**config.mk**
```make
export PLATFORM = sky130hd
export DESIGN_NAME = parity_gen
export DESIGN_NICKNAME = d
export VERILOG_FILES = /design/src/rtl/parity_gen.sv
export SDC_FILE = /design/constraint.sdc
export NUM_CORES = 1
export LEC_CHECK = 0
export ABC_CLOCK_PERIOD_IN_PS = 1500
export CORE_AREA = 2 2 39 41
export DETAILED_ROUTE_END_ITERATION = 16
export DIE_AREA = 0 0 41 43
export GPL_TIMING_DRIVEN = 0
export PLACE_DENSITY_LB_ADDON = 0.1
export SLEW_MARGIN = 20
export SYNTH_ARGS = -nofsm -noshare
export SYNTH_HDL_FRONTEND = slang
export SYNTH_SLANG_ARGS = --single-unit
```
**constraint.sdc**
```tcl
create_clock -name clk -period 1.5 [get_ports clk]
set_clock_uncertainty 0.1 [all_clocks]
set_input_delay 0.3 -clock clk [delete_from_list [all_inputs] [get_ports clk]]
set_output_delay 0.3 -clock clk [all_outputs]
set_load 0.1 [all_outputs]
```
**src/rtl/parity_gen.sv**
```systemverilog
// ============================================================================
//  Module      : parity_gen
//  Description : Serial 3-bit frame parity generator (Moore FSM, registered z).
//  Revision    : 1.0 - initial release
// ============================================================================
`default_nettype none

module parity_gen #(
  parameter bit ODD_PARITY = 1'b0
) (
  input  logic clk,
  input  logic rst,
  input  logic w,
  output logic z
);

  // Suffix E/O is the running parity of the bits collected so far in the frame.
  localparam logic [2:0] c_s0  = 3'd0;
  localparam logic [2:0] c_s1e = 3'd1;
  localparam logic [2:0] c_s1o = 3'd2;
  localparam logic [2:0] c_s2e = 3'd3;
  localparam logic [2:0] c_s2o = 3'd4;
  localparam logic [2:0] c_s3e = 3'd5;
  localparam logic [2:0] c_s3o = 3'd6;

  logic [2:0] r_state;
  logic [2:0] w_next;
  logic       w_z_next;
  logic       r_z;

  always_comb begin
    w_next = c_s0;
    case (r_state)
      c_s0, c_s3e, c_s3o: w_next = w ? c_s1o : c_s1e;
      c_s1e:              w_next = w ? c_s2o : c_s2e;
      c_s1o:              w_next = w ? c_s2e : c_s2o;
      c_s2e:              w_next = w ? c_s3o : c_s3e;
      c_s2o:              w_next = w ? c_s3e : c_s3o;
      default:            w_next = c_s0;
    endcase
  end

  // z is registered from the next state so it lines up with the S3 cycle.
  always_comb begin
    w_z_next = 1'b0;
    case (w_next)
      c_s3e:   w_z_next = ODD_PARITY;
      c_s3o:   w_z_next = ~ODD_PARITY;
      default: w_z_next = 1'b0;
    endcase
  end

  always_ff @(posedge clk) begin
    if (rst) begin
      r_state <= c_s0;
      r_z     <= 1'b0;
    end else begin
      r_state <= w_next;
      r_z     <= w_z_next;
    end
  end

  assign z = r_z;

endmodule

`default_nettype wire

```
* Word level (Yosys, flattened, before mapping) *
Cells that the tools add are included.

cells by class
  eq/ne operators = 7
  reductions and logical operators = 2
  muxes and demuxes = 7

operators with widths
  kind                                                 number
  case mux 3 bit (5 select lines)                      1
  equality test 3 bit, second input constant           4
  equality test 3 x 2 -> 1 bit, second input constant  2
  2-to-1 mux 2 bit                                     3
  2-to-1 mux 3 bit                                     2
  equality test 3 x 1 -> 1 bit, second input constant  1
  zero test 3 bit                                      1
  OR reduction 3 bit                                   1
  2-to-1 mux 1 bit                                     1

word-level totals
  bits of input ports = 3
  output and inout bits = 1
  logic and storage cells = 18
  register bits after elaboration = 4

* Longest topological paths before layout *
  depth in word-level cells = 5
  depth in mapped cells = 4
  gate-level depth less buffers = 3

* Least setup slack after synthesis *
No wires, ideal clock.

  kind = register -> output
  start = reg r_z, in the netlist z
  end = out z
  data required time = 1100 ps
  path buffers = 0
  arrival = 909 ps
  slack = 191 ps
  stages on the path, launching flop included = 1
  cell sequence = dfxtp_1

RTL lines
  what                    RTL line  source
  start, declared         29        logic r_z;
  start signal, assigned  59        r_z <= w_z_next;
  end, declared           14        output logic z

No word-level cell between the ends.

* Final worst setup path *
  start = reg r_z, in the netlist z
  end = out z

No word-level cell between the ends.

==> reports/metrics.yaml <==
sta:
  fin_ws_ns: 0.0362
  hold_violations: 0
  tightest_slew_ns: 0.511
  maxSlewViolCount: 0
  totalNegativeSetupSlack_ns: 0
  max_freq_mhz: 683
  rsz0062_at_grt: "no"
  maxSlewHeadroom_pct: 66.3
  setup_violations: 0
  post-route-period-util_pct: 97.6
  fin_crit_ns: 1.46
layout:
  multi_input_comb_area_um2: 130
  fin_nets: 36
  drive_gt1_share_pct: 32.3
  fin_area_um2: 305
  fin_cells: 47
  layout_commonest_cell: "dfxtp_1"
  mostFrequentLayoutCells: "dfxtp_1, clkbuf_4, xnor2_1, nor2_1, o21ai_0"
  n_antenna_cell: 0
  fillers: 156
  final_util_pct: 22.1
  syn_to_final_growth_pct: 30.5
  regArea_um2: 80.1
routing:
  route.detailed.drc: 0
  drt_iter0_markers: 4
  viasPerCell: 4.30
  wl_per_cell_um: 9.74
  finalWirelength_um: 458
  ant_nets: 0
  drt-pass1-iter-count: 3
  vias: 202
pwr:
  powerDensity_nw_per_um2: 1300
  p_int_uw: 278
  swShare_pct: 30.2
  clkPwrFrac_pct: 34.9
  power_frac_seq_pct: 31.5
  p_comb_share_pct: 33.6
  p_leak_uw: 0.000116
  p_sw_uw: 120
  ir_drop_mv: 0.148
placed_design:
  io_buffers: 3
  gp_congestion: 0.600
  placed_cells: 44
  dp_slack_ns: -0.302
  dp_hpwl_um: 323
  dpl-instance-area_um2: 284
yosys:
  synth_seq_cells: 4
  synth_seq_area_share_pct: 34.2
  synthCells: 25
  syn-cell-area_um2: 234
  synth-warning-count: 0
  synthDistinctLibCells: 19
  avgSynthCellArea_um2: 9.36
  syn-num-nets: 28
global_route:
  grt_pass1_vias: 179
  grt.total_usage_pct: 6.91
  grt_antenna_before_repair: 0
  grt_max_degree: 11
  grt_remaining_overflow: 0
  grt_pass1_wl_um: 752
run_status:
  status: "finished clean"
setup_path:
  cp.required_ns: 1.10
  cp_cell_sequence: "clkdlybuf4s18_2"
  crit_family: "buffers and inverters"
  cp-end-kind: "output port"
  startpoint_type: "flop"
  crit_arrival_ns: 1.06
  critPathKind: "flop to output port"
  path_max_fanout: 1
  slowest_stage: "clkdlybuf4s18_2"
  slowest_delay_ns: 0.53
  cp_num_buf_inv: 1
floorplanning:
  coreArea_um2: 1380
  placementRows: 14
  die_area_um2: 1760
  die_h_um: 43
  io_pins: 4
  die-width_um: 41
  initial_core_util_pct: 16.9
hold_path:
  hp-class: "flop to flop"
cts:
  clk_pin_slew_worst_paths_ns: 0.04
  cts_max_level: 1
  clockBufferDepth: 2
  clk-insertion-delay-late_ns: 0.24
  cts_hold_buf: 0
  cts_buffers: 3
  clock-sinks: 4
  cts_tree: "done"
  root_buffer: "clkbuf_4"
  cts_setup_buffers: 0
flow_run:
  drv_cap: 0
worst paths after layout:
| check | to | depth (start not counted) | from | slack [ns] |
|---|---|---|---|---|
| worst max-delay path | z | 1 | z$_SDFF_PP0_ | 0.04 |
| worst min-delay path | r_state[1]$_SDFF_PP0_ | 2 | r_state[0]$_SDFF_PP0_ | 0.48 |
| worst min register to register | r_state[1]$_SDFF_PP0_ | 2 | r_state[0]$_SDFF_PP0_ | 0.48 |
| worst max register to register | z$_SDFF_PP0_ | 4 | r_state[0]$_SDFF_PP0_ | 0.20 |
cells by family (layout without fill, tap and decap cells):
logic type / count (synthesis) / count (layout) / synth area share, %
flip-flops: 4 / 4 / 34.2
AND/OR/NAND/NOR: 6 / 6 / 17.1
buffers and inverters: 3 / 9 / 10.2
AO/OA/AOI/OAI: 9 / 9 / 26.2
XOR/XNOR: 2 / 2 / 7.49
multiplexers: 1 / 1 / 4.81
layer usage:
metal	track usage, %	vias to the layer above	part of all wire [%]
met5	0	-	0
met4	10.0	0	0
met3	1.57	0	5.0
met2	9.06	4	50
met1	7.03	95	45
li1	-	103	-
synth_stat cells:
library cell,number,share of area (%)
o21ai_0,2,4.3
nand4b_1,1,3.7
o22ai_1,1,2.7
or2_4,1,3.7
o21ba_2,1,4.3
mux2_2,1,4.8
buf_2,1,2.1
nor2_1,2,3.2
a311oi_1,1,3.7
buf_6,1,4.8
o211a_1,1,4.3
o21ai_1,1,2.1
or3b_1,1,3.7
nand2b_1,1,2.7
dfxtp_1,4,34
xnor2_1,2,7.5
buf_4,1,3.2
a21oi_1,1,2.1
a31oi_1,1,2.7
per-stage QoR:
stage | hold slack (ns) | total power (uW)
2_1_floorplan | 0.269 | 237
3_3_place_gp | 0.471 | 259
3_5_place_dp | 0.473 | 262
4_1_cts | 0.472 | 403
5_1_grt | 0.510 | 422
6_report | 0.482 | 398
area by class of cell:
type	count	share of cell area, %
multi-input combinational	18	42.6
sequential	4	26.2
timing repair buffer	3	9.43
buffer	3	7.79
clock buffer	3	7.38
tap	16	6.56
registers in the layout, indices dropped and copies added, names as in the netlist:
| name | cells |
|---|---|
| r_state | 3 |
| z | 1 |
power by group through the flow:
| stage | combinational (uW) | sequential (uW) | clock, uW |
|---|---|---|---|
| after floorplan | 98.6 | 138 | 0 |
| after global placement | 132 | 127 | 0 |
| after detailed placement | 135 | 127 | 0 |
| after CTS | 134 | 125 | 143 |
| after global routing | 146 | 126 | 150 |
| final | 134 | 125 | 139 |
what timing repair did:
action	CTS	global route
endpoints found under the setup margin	2	1
gates resized for setup	4	1
endpoints found under the hold margin	0	0
Power figures use the tool's default switching activity.
==> RTL change 1, RTL diff (same flow settings) <==
Add an input register stage for `w`, with the module's reset; this delays it by one clock.
--- a/src/rtl/parity_gen.sv
+++ b/src/rtl/parity_gen.sv
@@ -24,4 +24,14 @@
   localparam logic [2:0] c_s3o = 3'd6;
 
+  logic w_q;
+
+  always_ff @(posedge clk) begin
+    if (rst) begin
+      w_q <= '0;
+    end else begin
+      w_q <= w;
+    end
+  end
+
   logic [2:0] r_state;
   logic [2:0] w_next;
@@ -32,9 +42,9 @@
     w_next = c_s0;
     case (r_state)
-      c_s0, c_s3e, c_s3o: w_next = w ? c_s1o : c_s1e;
-      c_s1e:              w_next = w ? c_s2o : c_s2e;
-      c_s1o:              w_next = w ? c_s2e : c_s2o;
-      c_s2e:              w_next = w ? c_s3o : c_s3e;
-      c_s2o:              w_next = w ? c_s3e : c_s3o;
+      c_s0, c_s3e, c_s3o: w_next = w_q ? c_s1o : c_s1e;
+      c_s1e:              w_next = w_q ? c_s2o : c_s2e;
+      c_s1o:              w_next = w_q ? c_s2e : c_s2o;
+      c_s2e:              w_next = w_q ? c_s3o : c_s3e;
+      c_s2o:              w_next = w_q ? c_s3e : c_s3o;
       default:            w_next = c_s0;
     endcase
Check against the original RTL: not equivalent (a bounded check fails within 4 cycles, from zero or initial values and one cycle with rst high).
==> RTL change 1 against the unedited design <==
Count of clock-buffer cells in the layout is 1 higher. Total power is 13% higher. Wire length is 8.1% higher. Worst setup slack better by 0.11 ns. First-iteration DRC count is 25% lower. Design area is 11% higher. Hold slack worse by 0.0084 ns. Synthesized area is 14% higher. Sequential cell count is 1 higher. Sequential power is 25% higher. Critical path depth stayed put. Core utilization is 2.4 points higher.
==> RTL change 1: results (changes against the unedited design) <==
TritonCTS Buffers: 3 (unchanged)
CTS Buffer Depth: 2 (unchanged)
initial DRC count: 3 (-1)
register area share after synthesis: 37.38% (+3.2 points)
combinational power: 0.135 mW
CTS root buf: clkbuf_4
Commonest cells post-synth: dfxtp_1, nor2_1, buf_6, xnor2_1
PortBufs: 3 (unchanged)
Syn Nets: 30 (+7.1%)
nets@finish: 38 (+5.6%)
Worst path slowest cell: buf_2
antenna violations before repair: 0 (unchanged)
# Post-CTS Setup Buffers: 0 (unchanged)
ranking of synthesized cells by area: dfxtp_1, buf_6, xnor2_1
layout cells sized above 1: 26.47% (-5.8 points)
placer congestion estimate: 0.6799 (+13%)
Worst IR Drop VDD: 0.3887 mV (+160%)
Critical Path Max Stage Delay: 0.41 ns (-0.12 ns)
vias in the first global route: 190 (+6.1%)
WL final: 495 µm (+8.1%)
Sw Ratio: 29.04% (-1.2 points)
Leak: 0.1339 nW (+15%)
Critical Path AT: 0.96 ns (-0.10 ns)
Vias: 218 (+7.9%)
status: complete, no violations
First-pass DRT Iterations: 4 (+1)
first-pass GRT wire length: 786 µm (+4.5%)
Clk pwr share: 35.3% (+0.4 points)
gr usage total: 7.623% (+0.71 points)
Crit. Startpoint: z$_SDFF_PP0_
H-tree levels: 1 (unchanged)
largest net degree at the start of global routing: 10 (-1)
number of fill cells: 154 (-1.3%)
worst-margin pin slew: 0.4865 ns (-0.02462 ns)
[RTL change 1: layout make-up]
| class | count | area [µm²] | share of cell area, % |
|---|---|---|---|
| Multi-Input combinational cell | 19 | 140.1 | 41.33 |
| Sequential cell | 5 | 100.1 | 29.52 |
| Buffer | 3 | 27.53 | 8.118 |
| Clock buffer | 4 | 26.28 | 7.749 |
| Timing Repair Buffer | 3 | 25.02 | 7.380 |
| Tap cell | 16 | 20.02 | 5.904 |
[RTL change 1: kinds of logic after synthesis]
logic type,share of synthesized area [%]
mux,7.944
buf+inv,10.28
simple gates,18.70
flops,37.38
compound gates,19.16
xor+xnor,6.543
[RTL change 1: routing by layer]
metal / wire length [µm] / global-route usage (%) / up-vias / share of wire (%)
li1: - / - / 109 / -
met1: 216 / 7.372 / 101 / 44
met2: 243 / 9.063 / 6 / 49
met3: 25 / 4.712 / 2 / 5.1
met4: 10 / 10.00 / 0 / 2.0
met5: 0 / 0 / - / 0
[RTL change 1: metrics by stage]
step | instance area (µm²) | power (mW) | instances | setup slack, ns
floorplan | 267.8 | 0.2703 | 27 | 0.1910
global placement | 317.8 | 0.2907 | 46 | -0.3149
detailed placement | 317.8 | 0.2944 | 46 | -0.3216
CTS | 344.1 | 0.4609 | 50 | 0.002788
global route | 339.1 | 0.4778 | 50 | 0.1069
finish | 339.1 | 0.4503 | 50 | 0.1413
[RTL change 1: final timing paths]
check	endpoint	slack, ns	cells past startpoint
max	z	0.14	1
min	r_state[1]$_SDFF_PP0_	0.47	2
max reg2reg	z$_SDFF_PP0_	0.19	4
min reg2reg	r_state[1]$_SDFF_PP0_	0.47	2
[RTL change 1: what timing repair did]
item,4_1_cts,5_1_grt
setup endpoints to repair,1,1
resized for setup,4,1
hold buffers,0,0
==> RTL change 2, RTL diff (same settings) <==
Made on the original files. Change the parameter `ODD_PARITY` from 1'b0 to 1'b1.
--- a/src/rtl/parity_gen.sv
+++ b/src/rtl/parity_gen.sv
@@ -7,5 +7,5 @@
 
 module parity_gen #(
-  parameter bit ODD_PARITY = 1'b0
+  parameter bit ODD_PARITY = 1'b1
 ) (
   input  logic clk,
Behaviour: not the same (a bounded check fails within 4 cycles, from zero or initial values and one cycle with rst high).
==> RTL change 2 against the unedited design <==
Total power down 1.8%. Worst setup slack worse by 0.0061 ns. Wire length down 3.3%. Sequential cell count unchanged. Design area up 2.0%. Highest routed layer unchanged. Global-route usage down 1.0 points. Maximum frequency down 0.41%. Synthesized area up 0.54%.
==> RTL change 2: results (changes against the unedited design) <==
status: complete, no violations
Critical Path Max Stage Delay: 0.54 ns
grt ovf: 0 (unchanged)
r2r worst-path depth: 4 (unchanged)
worst skew pair latency: 0.23 ns
gr usage total: 5.912% (-1.0 points)
initial DRC count: 1 (-3)
# Post-CTS Setup Buffers: 0 (unchanged)
Worst path slowest cell: clkdlybuf4s15_2
Hold Crit Depth: 3 (+1)
reg2reg start: r_state[0]$_SDFF_PP0_
TritonCTS Buffers: 3 (unchanged)
post-DP HPWL: 317.7 µm (-1.8%)
hold_sp: w
worst min-delay path class: in -> reg
Syn Nets: 29 (+3.6%)
CTS Buffer Depth: 2 (unchanged)
Vias/cell: 4.083 (-5.0%)
Leak: 0.1255 nW (+7.8%)
placed cells: 45 (+2.3%)
First-pass DRT Iterations: 2 (-1)
ys async rst share: 0% (unchanged)
PortBufs: 3 (unchanged)
r2r endpoint: r_state[2]$_SDFF_PP0_
r2r setup slk: 0.34 ns (+0.14 ns)
WL final: 443 µm (-3.3%)
Psw: 0.1157 mW (-3.8%)
Critical Path AT: 1.07 ns
Hold Slack: 0.4343 ns (-0.04769 ns)
ant diodes: 0 (unchanged)
H-tree levels: 1 (unchanged)
Top reg by flops: r_state
Post-DP Area: 285.3 µm² (+0.44%)
nets@finish: 37 (+2.8%)
critical path peak fanout: 1 (unchanged)
Layout Cells excl Fill: 48 (+2.1%)
CP top delay family: buffers and inverters
Commonest cells post-synth: dfxtp_1, nor2_1, o21ai_0
Slew HR: 64.14% (-2.1 points)
layout cells sized above 1: 28.13% (-4.1 points)
yosys warns: 0 (unchanged)
mean area per synthesized cell: 9.047 µm² (-3.3%)
WHS Endpoint: r_state[1]$_SDFF_PP0_
Worst IR Drop VDD: 0.2503 mV (+69%)
Max Cap Violations: 0 (unchanged)
placer congestion estimate: 0.6808 (+14%)
vias in the first global route: 148 (-17%)
antenna violations before repair: 0 (unchanged)
register area share after synthesis: 34.04% (-0.18 points)
Setup WS pre-CTS: -0.3072 ns (-0.005090 ns)
ranking of synthesized cells by area: dfxtp_1, xnor2_1, o21ai_0
Netlist cell types: 17 (-2)
first-pass GRT wire length: 669 µm (-11%)
Clock transition at path regs: 0.04 ns (about the same)
RTL change 2: worst max path at each step:
| stage | to | from | slack (ns) | cells after the start |
|---|---|---|---|---|
| final | z | z$_SDFF_PP0_ | 0.03 | 1 |
| after CTS | z | z$_SDFF_PP0_ | 0.02 | 1 |
| after global routing | z | z$_SDFF_PP0_ | 0.001 | 1 |
| after global placement | z | z$_SDFF_PP0_ | -0.31 | 1 |
| after floorplan | z | z$_SDFF_PP0_ | 0.19 | 0 |
| after detailed placement | z | z$_SDFF_PP0_ | -0.31 | 1 |
RTL change 2: final cells by class:
type                       count  area (µm²)
clock buffer                   3       22.52
sequential                     4       80.08
timing repair buffer           3       33.78
buffer                         3       23.77
tap                           16       20.02
multi-input combinational     19       131.4
fill                         159        1072
RTL change 2: layer usage:
metal / routed length [µm] / global-route usage [%]
met1: 222 / 8.946
met2: 196 / 5.938
met3: 24 / 1.571
met4: 0 / 6.000
met5: 0 / 0
RTL change 2: cells by family after synthesis:
group                     after synthesis  synth area share, %
and+or+nand+nor                         8                20.74
xor gates and xnor gates                2                7.448
buffers and inverters                   3                10.11
AOI/OAI and AO/OA                       8                22.88
muxes                                   1                4.787
DFF                                     4                34.04
RTL change 2: power groups by stage:
stage	sequential [mW]	clock (mW)	combinational, mW
after floorplan	0.139	0	0.0968
after global placement	0.127	0	0.132
after detailed placement	0.127	0	0.136
after CTS	0.125	0.139	0.136
after global routing	0.126	0.140	0.147
final	0.125	0.132	0.134
RTL change 2: what timing repair did:
action                     in CTS  in global routing
pin swaps                       0                  0
gates cloned                    0                  0
hold buffers                    0                  0
hold endpoints to repair        0                  0
gates resized for setup         3                  1
setup endpoints to repair       1                  1
